===== src/rtl/ucode_issue_ctrl_pkg.sv =====
// Shared ISA constants for the MUL microcode path: opcodes, field positions, bubble word,
// and the issue-controller state encoding. Imported by the sequencer, decoder and issue control.
package ucode_issue_ctrl_pkg;

   localparam int INSTR_W = 32;

   localparam logic [6:0] OP_MULI  = 7'b0010011;
   localparam logic [6:0] OP_MULR  = 7'b0110011;
   localparam logic [6:0] OP_MULSI = 7'b0011011;
   localparam logic [6:0] OP_MULSR = 7'b0111011;
   localparam logic [6:0] OP_MOV   = 7'b0000001;
   localparam logic [6:0] OP_ADD   = 7'b0000011;
   localparam logic [6:0] OP_ADDS  = 7'b0001011;
   localparam logic [6:0] OP_SUB   = 7'b0100011;
   localparam logic [6:0] OP_SUBI  = 7'b0000111;
   localparam logic [6:0] OP_NOT   = 7'b0101011;

   localparam int OPC_HI  = 31;
   localparam int OPC_LO  = 25;
   localparam int DEST_HI = 24;
   localparam int DEST_LO = 21;
   localparam int SRC_HI  = 20;
   localparam int SRC_LO  = 17;
   localparam int SEC_HI  = 16;
   localparam int SEC_LO  = 13;
   localparam int IMM_HI  = 15;
   localparam int IMM_LO  = 0;

   localparam logic [INSTR_W-1:0] NOP_WORD_DEF = {5'b11001, 27'b0};

   typedef enum logic [1:0] {
      MUL_I  = 2'd0,
      MUL_R  = 2'd1,
      MUL_SI = 2'd2,
      MUL_SR = 2'd3
   } mul_type_e;

   typedef enum logic [1:0] {
      ST_PASS   = 2'd0,
      ST_LAUNCH = 2'd1,
      ST_INJECT = 2'd2,
      ST_RESUME = 2'd3
   } issue_state_e;

   function automatic logic [6:0] opcode_of(input logic [INSTR_W-1:0] w);
      return w[OPC_HI:OPC_LO];
   endfunction

endpackage


===== src/rtl/ucode_issue_ctrl_mul_detect.sv =====
// Combinational MUL opcode classifier: flags any of the four MUL forms and encodes which one.
// Zero latency; no flow control.
module ucode_issue_ctrl_mul_detect
   import ucode_issue_ctrl_pkg::*;
(
   input  logic [6:0] i_opcode,
   output logic       o_is_mul,
   output mul_type_e  o_mul_type
);

   always_comb begin
      o_is_mul   = 1'b1;
      o_mul_type = MUL_I;
      unique case (i_opcode)
         OP_MULI:  o_mul_type = MUL_I;
         OP_MULR:  o_mul_type = MUL_R;
         OP_MULSI: o_mul_type = MUL_SI;
         OP_MULSR: o_mul_type = MUL_SR;
         default:  o_is_mul   = 1'b0;
      endcase
   end

endmodule


===== src/rtl/ucode_issue_ctrl.sv =====
// Fetch-side issue control for the MUL microcode sequencer: traps MUL words, stalls PC, launches the
// sequencer, forwards injected words to ID and restores flags; ID word has 1-cycle latency.
module ucode_issue_ctrl
   import ucode_issue_ctrl_pkg::*;
#(
   parameter int                   TIMEOUT_W = 17,
   parameter logic [TIMEOUT_W-1:0] TIMEOUT   = 17'd70000,
   parameter logic [31:0]          NOP_WORD  = NOP_WORD_DEF
)(
   input  logic        clk,
   input  logic        rst,
   input  logic [31:0] if_instr,
   input  logic        if_valid,
   input  logic [31:0] uc_instr,
   input  logic        uc_mux_ctrl,
   input  logic        uc_mul_release,
   input  logic [3:0]  uc_flags,
   output logic        pc_stall,
   output logic [31:0] id_instr,
   output logic        id_valid,
   output logic        start_mul,
   output logic [1:0]  mul_type,
   output logic [3:0]  dest_reg,
   output logic [3:0]  source_reg,
   output logic [3:0]  second_reg,
   output logic [15:0] immediate,
   output logic        flags_wr_en,
   output logic [3:0]  flags_wr,
   output logic        mul_error
);

   issue_state_e         r_state, w_next;
   logic                 w_is_mul;
   mul_type_e            w_mul_type;
   logic                 w_take_mul;
   logic                 w_wd_expired;
   logic [TIMEOUT_W-1:0] r_wd;
   logic                 r_abort;
   logic                 r_err;
   logic [31:0]          r_id_instr;
   logic                 r_id_valid;
   logic [1:0]           r_mul_type;
   logic [3:0]           r_dest, r_src, r_sec, r_flags;
   logic [15:0]          r_imm;

   ucode_issue_ctrl_mul_detect u_mul_detect (
      .i_opcode   (opcode_of(if_instr)),
      .o_is_mul   (w_is_mul),
      .o_mul_type (w_mul_type)
   );

   assign w_take_mul   = (r_state == ST_PASS) && if_valid && w_is_mul;
   assign w_wd_expired = (r_wd == (TIMEOUT - TIMEOUT_W'(1)));

   always_ff @(posedge clk or negedge rst) begin
      if (!rst) r_state <= ST_PASS;
      else      r_state <= w_next;
   end

   // Release is tested before the watchdog so a release on the last allowed cycle still restores flags.
   always_comb begin
      w_next = r_state;
      unique case (r_state)
         ST_PASS:   if (w_take_mul) w_next = ST_LAUNCH;
         ST_LAUNCH: w_next = ST_INJECT;
         ST_INJECT: if (uc_mul_release || w_wd_expired) w_next = ST_RESUME;
         ST_RESUME: w_next = ST_PASS;
         default:   w_next = ST_PASS;
      endcase
   end

   always_ff @(posedge clk or negedge rst) begin
      if (!rst) begin
         r_id_instr <= NOP_WORD;
         r_id_valid <= 1'b0;
         r_mul_type <= 2'd0;
         r_dest     <= 4'd0;
         r_src      <= 4'd0;
         r_sec      <= 4'd0;
         r_imm      <= 16'd0;
         r_flags    <= 4'd0;
         r_wd       <= '0;
         r_abort    <= 1'b0;
         r_err      <= 1'b0;
      end else begin
         r_id_instr <= NOP_WORD;
         r_id_valid <= 1'b0;
         unique case (r_state)
            ST_PASS: begin
               if (if_valid && !w_is_mul) begin
                  r_id_instr <= if_instr;
                  r_id_valid <= 1'b1;
               end
               if (w_take_mul) begin
                  r_mul_type <= w_mul_type;
                  r_dest     <= if_instr[DEST_HI:DEST_LO];
                  r_src      <= if_instr[SRC_HI:SRC_LO];
                  r_sec      <= if_instr[SEC_HI:SEC_LO];
                  r_imm      <= if_instr[IMM_HI:IMM_LO];
               end
            end
            ST_LAUNCH: begin
               r_wd    <= '0;
               r_abort <= 1'b0;
            end
            ST_INJECT: begin
               if (uc_mux_ctrl) begin
                  r_id_instr <= uc_instr;
                  r_id_valid <= 1'b1;
               end
               r_wd <= r_wd + 1'b1;
               if (uc_mul_release) begin
                  r_flags <= uc_flags;
               end else if (w_wd_expired) begin
                  r_abort <= 1'b1;
                  r_err   <= 1'b1;
               end
            end
            default: ;
         endcase
      end
   end

   assign pc_stall    = w_take_mul || (r_state == ST_LAUNCH) || (r_state == ST_INJECT);
   assign start_mul   = (r_state == ST_LAUNCH);
   assign flags_wr_en = (r_state == ST_RESUME) && !r_abort;
   assign flags_wr    = r_flags;
   assign id_instr    = r_id_instr;
   assign id_valid    = r_id_valid;
   assign mul_type    = r_mul_type;
   assign dest_reg    = r_dest;
   assign source_reg  = r_src;
   assign second_reg  = r_sec;
   assign immediate   = r_imm;
   assign mul_error   = r_err;

endmodule


===== config.mk =====
export PLATFORM = sky130hd
export DESIGN_NAME = ucode_issue_ctrl
export DESIGN_NICKNAME = d
export VERILOG_FILES = /design/src/rtl/ucode_issue_ctrl_pkg.sv /design/src/rtl/ucode_issue_ctrl_mul_detect.sv /design/src/rtl/ucode_issue_ctrl.sv
export SDC_FILE = /design/constraint.sdc
export NUM_CORES = 1
export LEC_CHECK = 0
export CAP_MARGIN = 20
export CORE_ASPECT_RATIO = 1.4
export CORE_MARGIN = 4
export CORE_UTILIZATION = 43
export DETAILED_ROUTE_END_ITERATION = 16
export PLACE_DENSITY = 0.82
export SYNTH_ARGS = -nofsm -noshare
export SYNTH_HDL_FRONTEND = slang
export SYNTH_HIERARCHICAL = 1
export SYNTH_SLANG_ARGS = --single-unit

===== constraint.sdc =====
create_clock -name clk -period 2.63 [get_ports clk]
set_clock_uncertainty 0.1 [all_clocks]
set_input_delay 0.526 -clock clk [delete_from_list [all_inputs] [get_ports clk]]
set_output_delay 0.526 -clock clk [all_outputs]
set_load 0.05 [all_outputs]

; Word level (Yosys, flattened, before mapping)
; Index checks and enable logic that the tools add are counted.
[totals]
reg_bits = 88
inputBits = 73
out_inout_bits = 71
[op_classes]
add_sub_neg = 1
n_eq_ne = 12
muxes = 15
bitwise = 1
reduce_logical = 17
[ops]
columns = cell, count
row1 = two-way mux 32 bit, 2
row2 = case mux 32 bit (2 select lines), 1
row3 = case mux 17 bit (2 select lines), 1
row4 = "adder 17 x 1 -> 17 bit, second input constant", 1
row5 = "equality test 17 bit, second input constant", 1
row6 = "equality test 7 x 5 -> 1 bit, second input constant", 2
row7 = "equality test 7 x 6 -> 1 bit, second input constant", 2
row8 = "!= test 2 bit, second input constant", 4
row9 = case mux 2 bit (4 select lines), 1
row10 = case mux 2 bit (3 select lines), 1
row11 = AND reduction 2 bit, 3
row12 = AND reduction 3 bit, 2
row13 = two-way mux 1 bit, 5
row14 = "equality test 2 bit, second input constant", 2
row15 = logical AND 1 bit, 4
row16 = two-way mux 2 bit, 2
row17 = case mux 1 bit (2 select lines), 2
row18 = OR reduction 4 bit, 1
row19 = logical OR 1 bit, 3
row20 = "equality test 2 x 1 -> 1 bit, second input constant", 1
row21 = logical NOT 1 bit, 2
row22 = logical NOT 2 bit, 1
row23 = nonzero test 2 bit, 1
row24 = NOT 1 bit, 1

; Depth between registers and ports, before layout
; Gate-level depths: netlist of the first run.
[logic_depth]
word_depth = 7
mapped_depth = 7

; Modules after synthesis
; The synthesis of the first run kept the hierarchy.
[by_module_without_submodules]
columns = mod, n_inst, cells_per_inst, area_each_um2, seq_area_each_um2
row1 = ucode_issue_ctrl, 1, 287, 3558.4, 2130.8
row2 = ucode_issue_ctrl_mul_detect, 1, 5, 40.0, 0.0

; Least setup slack after synthesis of the first run
; No wires, ideal clock.
[synth_path]
kind = in2out
from = in if_instr[31]
to = out pc_stall
t_arrival_ns = 1.780
t_required_ns = 2.004
setup_slack_ns = 0.224
path_stages = 5
path_buffers = 1
path_cell_list = nand2b_4 -> nor3_1 -> nand3_1 -> buf_2 -> nand2_1
[synth_between]
elab_chain_len = 6
[synth_lines]
columns = item, line
row1 = from (decl), ucode_issue_ctrl.sv:12  ; input logic [31:0] if_instr,
row2 = equality test 7 x 5 -> 1 bit or equality test 7 x 6 -> 1 bit (tied branches), ucode_issue_ctrl_mul_detect.sv:14  ; unique case (i_opcode)
row3 = OR reduction 4 bit (no line) *, -
row4 = two-way mux 1 bit *, ucode_issue_ctrl_mul_detect.sv:14
row5 = named net w_is_mul, ucode_issue_ctrl.sv:33  ; logic w_is_mul;
row6 = logical AND 1 bit *, ucode_issue_ctrl.sv:52  ; assign w_take_mul = (r_state == ST_PASS) && if_valid && w_is_mul;
row7 = logical OR 1 bit * (2 in series), ucode_issue_ctrl.sv:124  ; assign pc_stall = w_take_mul || (r_state == ST_LAUNCH) || (r_state == ST_INJECT);
row8 = to (decl), ucode_issue_ctrl.sv:18  ; output logic pc_stall,
; Mark *: on every way through the listed nets, which the timed path passes. The rest lies on a longest branch.

; Worst setup path after layout of the first run
[layout_path]
from = in if_instr[26]
to = out pc_stall
; Same word-level chain as after synthesis.

==> metrics.txt, run 1 <==
Gate Count Post-Synth=292; Mean Syn Cell Area=12.3 µm²; Core ar.=8150 µm²; P per Cell Area=1110 nW/µm²; total of max-cap violations=0; GRT overflow=0; DP HPWL=7.81 mm; Yosys reg bits=85; Initial Util=44.2%; Post-DRT Antenna Nets=0; CTS tree=done; Worst Hold Class=in2async; Synth Warn #=6; GP Congestion=0.887; pre-CTS WS=0.0441 ns; htree depth=3; RSZ-0062 raised after global routing=false; Worst-Skew Late Latency=0.33 ns; worst slew pin tran=0.552 ns; routed len/inst=19.5 µm; critical path class=in2out; Worst Path Arrival=1.89 ns; Peak VDD IR=0.000740 V; CTS buffer count=9; post-route minimum period=2.52 ns; final slew viol count=0; CP endpoint kind=primary output; Post-synth EDFFs=0; share of post-route cells with drive strength above 1=16.0%; Nets=519; antenna fix cells=0; DR iter-0 viols=115; routed wire length=10.6 mm; Worst slew margin=63.1%; Period Utilization, post-route=95.7%; fin worst setup slack=0.113 ns; first-pass GRT wire length=16.1 mm; die footprint=9920 µm²; Clock Path Buffers=2; Clock Sink Count=85; # port buffers=143; CP max FO=3; register area share after synthesis=59.2%; f_max=397 MHz; Post-synth top cells=dfrtp_1 (82), mux2_2 (31), a22o_1 (30); largest area contributor in the synthesized netlist=dfrtp_1; # fillers=552; 1st-pass router iterations=4; Rows=39; LEAKAGE=2.43 nW; Synth area leaders=dfrtp_1 (57%), mux2_2 (9.7%), a22o_1 (7.3%); most common cell in the netlist=dfrtp_1; Post-synth ARST share=100%; CP Launch Type=input port; run status=complete, no violations; drt drc=0; Die Span Y=116 µm; antenna violations before repair=0; Worst Path Required=2.00 ns; setup TNS=0 ns; vias in the first global route=3,032; Post-CTS Setup Inserts=0; Post-CTS Hold Fix Bufs=0; GRT Overall Usage=21.3%; Unique masters post-synth=39; vias per cell=5.52; area occupied by multi-input gates=1380 µm²; clock slew at reported path FFs=0.06 ns; share of the synthesized area in the top cell type=57.0%; Post-Syn Nets=370; Final Hold Vio Count=0; largest net degree at the start of global routing=46; # IOs=144; max FFs per register=32; vias=3,013; post-cts sizing count=0; Synth Flop Type=dfrtp_1; synthesized cell area=3600 µm²; # setup viols final=0; Area Overhead vs Synth=53.2%; Die X-Extent=85.3 µm; Root Buffer=clkbuf_16; Register Area=2130 µm²
[stage by stage]
stage | utilization, % | cell area (µm²) | hold slack, ns | std cells | power [mW]
after floorplan | - | 3600 | 0.130 | 292 | 3.70
after global placement | 63.7 | 5190 | 0.368 | 532 | 4.78
after detailed placement | 63.7 | 5190 | 0.374 | 532 | 4.83
after CTS | 67.6 | 5510 | 0.0863 | 546 | 6.17
after global routing | 67.7 | 5510 | 0.124 | 546 | 6.39
final | 67.7 | 5510 | 0.0760 | 546 | 6.13
[cell families after synthesis]
family	share of synthesized area [%]
and+or+nand+nor	12.1
buffers and inverters	2.78
DFF	59.2
muxes	10.3
AOI/OAI and AO/OA	12.4
adders and majority gates	1.74
xor gates and xnor gates	1.46
[where the power goes]
| part | internal (mW) | switching [mW] |
|---|---|---|
| clock network | 0.846 | 0.472 |
| logic | 1.08 | 1.95 |
| registers | 1.64 | 0.148 |
[cells in the final DEF (no fill, tap or decap), drive strengths merged, types with 5 or more instances in the layout]
cell type | synthesis | layout
clkdlybuf4s50 | 0 | 140
dfrtp | 82 | 82
mux2 | 31 | 31
a22o | 31 | 31
nand2 | 19 | 19
o21ai | 18 | 18
nor2 | 12 | 12
buf | 5 | 11
clkbuf | 9 | 10
inv | 9 | 9
nand4 | 9 | 9
nand3 | 8 | 8
a21oi | 5 | 5
xnor2 | 5 | 5
ha | 5 | 5
or3 | 5 | 5
[critical path, stage by stage]
cell and delay [ns]:
clkdlybuf4s50_1 0.48, nand2_1 0.14, nor3_2 0.22, buf_4 0.15, nand3_1 0.10, nand2_1 0.13, buf_12 0.14
[per-layer routing]
layer / vias to the layer above / track usage [%] / wire length (µm)
li1: 1355 / - / -
met1: 1501 / 24.9 / 4120
met2: 135 / 36.5 / 5390
met3: 22 / 6.00 / 838
met4: 0 / 9.29 / 289
met5: - / 0 / 0
[worst paths after layout]
path	from	to	slack, ns	cells past startpoint
hold / removal	rst	id_instr[4]$_DFF_PN0_	0.08	1
hold reg to reg	mul_error$_DFFE_PN0P_	mul_error$_DFFE_PN0P_	0.39	1
setup / recovery	if_instr[26]	pc_stall	0.11	7
min in group clk	mul_error$_DFFE_PN0P_	mul_error$_DFFE_PN0P_	0.39	1
max in group asynchronous	rst	id_instr[31]$_DFF_PN1_	1.67	2
setup reg to reg	r_state[0]$_DFFE_PN0P_	id_instr[25]$_DFF_PN0_	0.49	5
[cell type report]
cell class | count | area share, %
well taps | 102 | 2.31
flip-flops and latches | 85 | 38.6
clock inverters | 4 | 1.34
inverters | 9 | 0.613
multi-input cells | 184 | 24.9
repair buffers | 152 | 27.8
clock buffers | 10 | 4.33
Power figures use the tool's default switching activity.
==> run 2: changes to the inputs <==
--- a/config.mk
+++ b/config.mk
@@ -7,7 +7,6 @@
 export LEC_CHECK = 0
 export CAP_MARGIN = 20
 export CORE_ASPECT_RATIO = 1.4
-export CORE_MARGIN = 4
 export CORE_UTILIZATION = 43
 export DETAILED_ROUTE_END_ITERATION = 16
 export PLACE_DENSITY = 0.82
@@ -15,3 +14,4 @@
 export SYNTH_HDL_FRONTEND = slang
 export SYNTH_HIERARCHICAL = 1
 export SYNTH_SLANG_ARGS = --single-unit
+export TNS_END_PERCENT = 30
==> metrics.txt, run 2 (synthesis gave the netlist of run 1 again) <==
run status=complete, no violations; RR Endpoint=r_wd[16]$_DFFE_PN0P_; final slew viol count=0; antenna fix cells=0; htree depth=3; Worst Path Required=2.00 ns; CP Launch Point=if_instr[26]; f_max=396 MHz; share of post-route cells with drive strength above 1=16.1%; Rows=39; r2r worst-path depth=6; Clock Sink Count=85; routed wire length=10.3 mm; Worst-Skew Late Latency=0.34 ns; largest net degree at the start of global routing=45; Area Overhead vs Synth=53.4%; CP endpoint kind=primary output; RSZ-0062 raised after global routing=false; Period Utilization, post-route=96.0%; first-pass GRT wire length=15.9 mm; Root Buffer=clkbuf_16; Post-DRT Antenna Nets=0; Worst Hold Class=in2async; LEAKAGE=2.42 nW; GRT Overall Usage=24.5%; most frequent cells in the layout=clkdlybuf4s50_1 (140), dfrtp_1 (82), mux2_2 (31); Nets=519; GP Congestion=0.855; DR iter-0 viols=189; 1st-pass router iterations=6; Core ar.=8150 µm²; Die X-Extent=79.3 µm; worst slew pin tran=0.581 ns; worst r2r src=r_state[1]$_DFFE_PN0P_; total of max-cap violations=0; Initial Util=44.2%; Clock Path Buffers=2; vias in the first global route=3,048; routed len/inst=18.8 µm; post-route minimum period=2.52 ns; # port buffers=143; critical path class=in2out; Reg2Reg Setup Slack=0.35 ns; max FFs per register=32; drt drc=0; Worst slew margin=61.3%; GRT overflow=0; CTS tree=done; CTS buffer count=9; Hold WS=0.0743 ns; Peak VDD IR=0.000686 V; # setup viols final=0; Post-CTS Hold Fix Bufs=0; Pwr Total=6.19 mW; # IOs=144; antenna violations before repair=0; vias=3,016; DP HPWL=7.26 mm; commonest non-fill, non-tap cell in the layout=clkdlybuf4s50_1; setup TNS=0 ns; CP max FO=3; P per Cell Area=1120 nW/µm²; CP Launch Type=input port; Die Span Y=110 µm; clock slew at reported path FFs=0.06 ns; Worst Path Arrival=1.90 ns; Final Hold Vio Count=0; die footprint=8740 µm²; vias per cell=5.50
run 2: report_power, final:
part / switching [mW] / total, mW / leakage (nW) / internal [mW]
Sequential: 0.158 / 1.80 / 1.13 / 1.64
Clock: 0.517 / 1.40 / 0.154 / 0.883
Combinational: 1.93 / 2.99 / 1.14 / 1.05
Total: 2.61 / 6.19 / 2.42 / 3.58
run 2: repair_timing:
item / CTS / global route
setup buffers: 0 / 0
setup endpoints to repair: 0 / 1
endpoints found under the hold margin: 0 / 0
gates resized for setup: 0 / 1
run 2: worst max-delay path, cell delays in order:
cell and delay (ns):
clkdlybuf4s50_1 0.50, nand2_1 0.12, nor3_1 0.21, buf_4 0.15, nand3_1 0.11, nand2_1 0.13, buf_12 0.15
run 2: metal layers:
| metal | share of wire [%] | up-vias | track usage (%) |
|---|---|---|---|
| li1 | - | 1361 | - |
| met1 | 39 | 1494 | 28.0 |
| met2 | 52 | 134 | 43.2 |
| met3 | 7.4 | 27 | 6.50 |
| met4 | 2.4 | 0 | 10.0 |
| met5 | 0 | - | 0 |
run 2: area by class of cell:
cell class	instances	area (µm²)
clock inverters	5	82.6
well taps	102	128
multi-input cells	184	1370
inverters	9	33.8
fillers	554	2630
flip-flops and latches	85	2130
repair buffers	152	1520
clock buffers	11	253
run 2: how the worst max path moves through the flow:
stage | end | cells after the start | slack, ns
after global placement | pc_stall | 7 | 0.14
final | pc_stall | 7 | 0.11
after global routing | start_mul | 3 | 0.03
after CTS | flags_wr_en | 3 | 0.06
after detailed placement | pc_stall | 7 | 0.15
after floorplan | pc_stall | 5 | 0.22
run 2: through the flow:
step	util, %	area [µm²]	setup slack [ns]	cells
after global routing	67.7	5520	0.0326	548
final	67.7	5520	0.106	548
after CTS	67.7	5520	0.0633	548
after global placement	63.6	5180	0.140	532
after detailed placement	63.6	5180	0.149	532
after floorplan	-	3600	0.224	292
==> run 3: changes to the inputs <==
--- a/config.mk
+++ b/config.mk
@@ -5,7 +5,7 @@
 export SDC_FILE = /design/constraint.sdc
 export NUM_CORES = 1
 export LEC_CHECK = 0
-export CAP_MARGIN = 20
+export CAP_MARGIN = 40
 export CORE_ASPECT_RATIO = 1.4
 export CORE_UTILIZATION = 43
 export DETAILED_ROUTE_END_ITERATION = 16
==> results of run 3 <==
No change in the layout: final DEF, timing and power equal those of run 2.
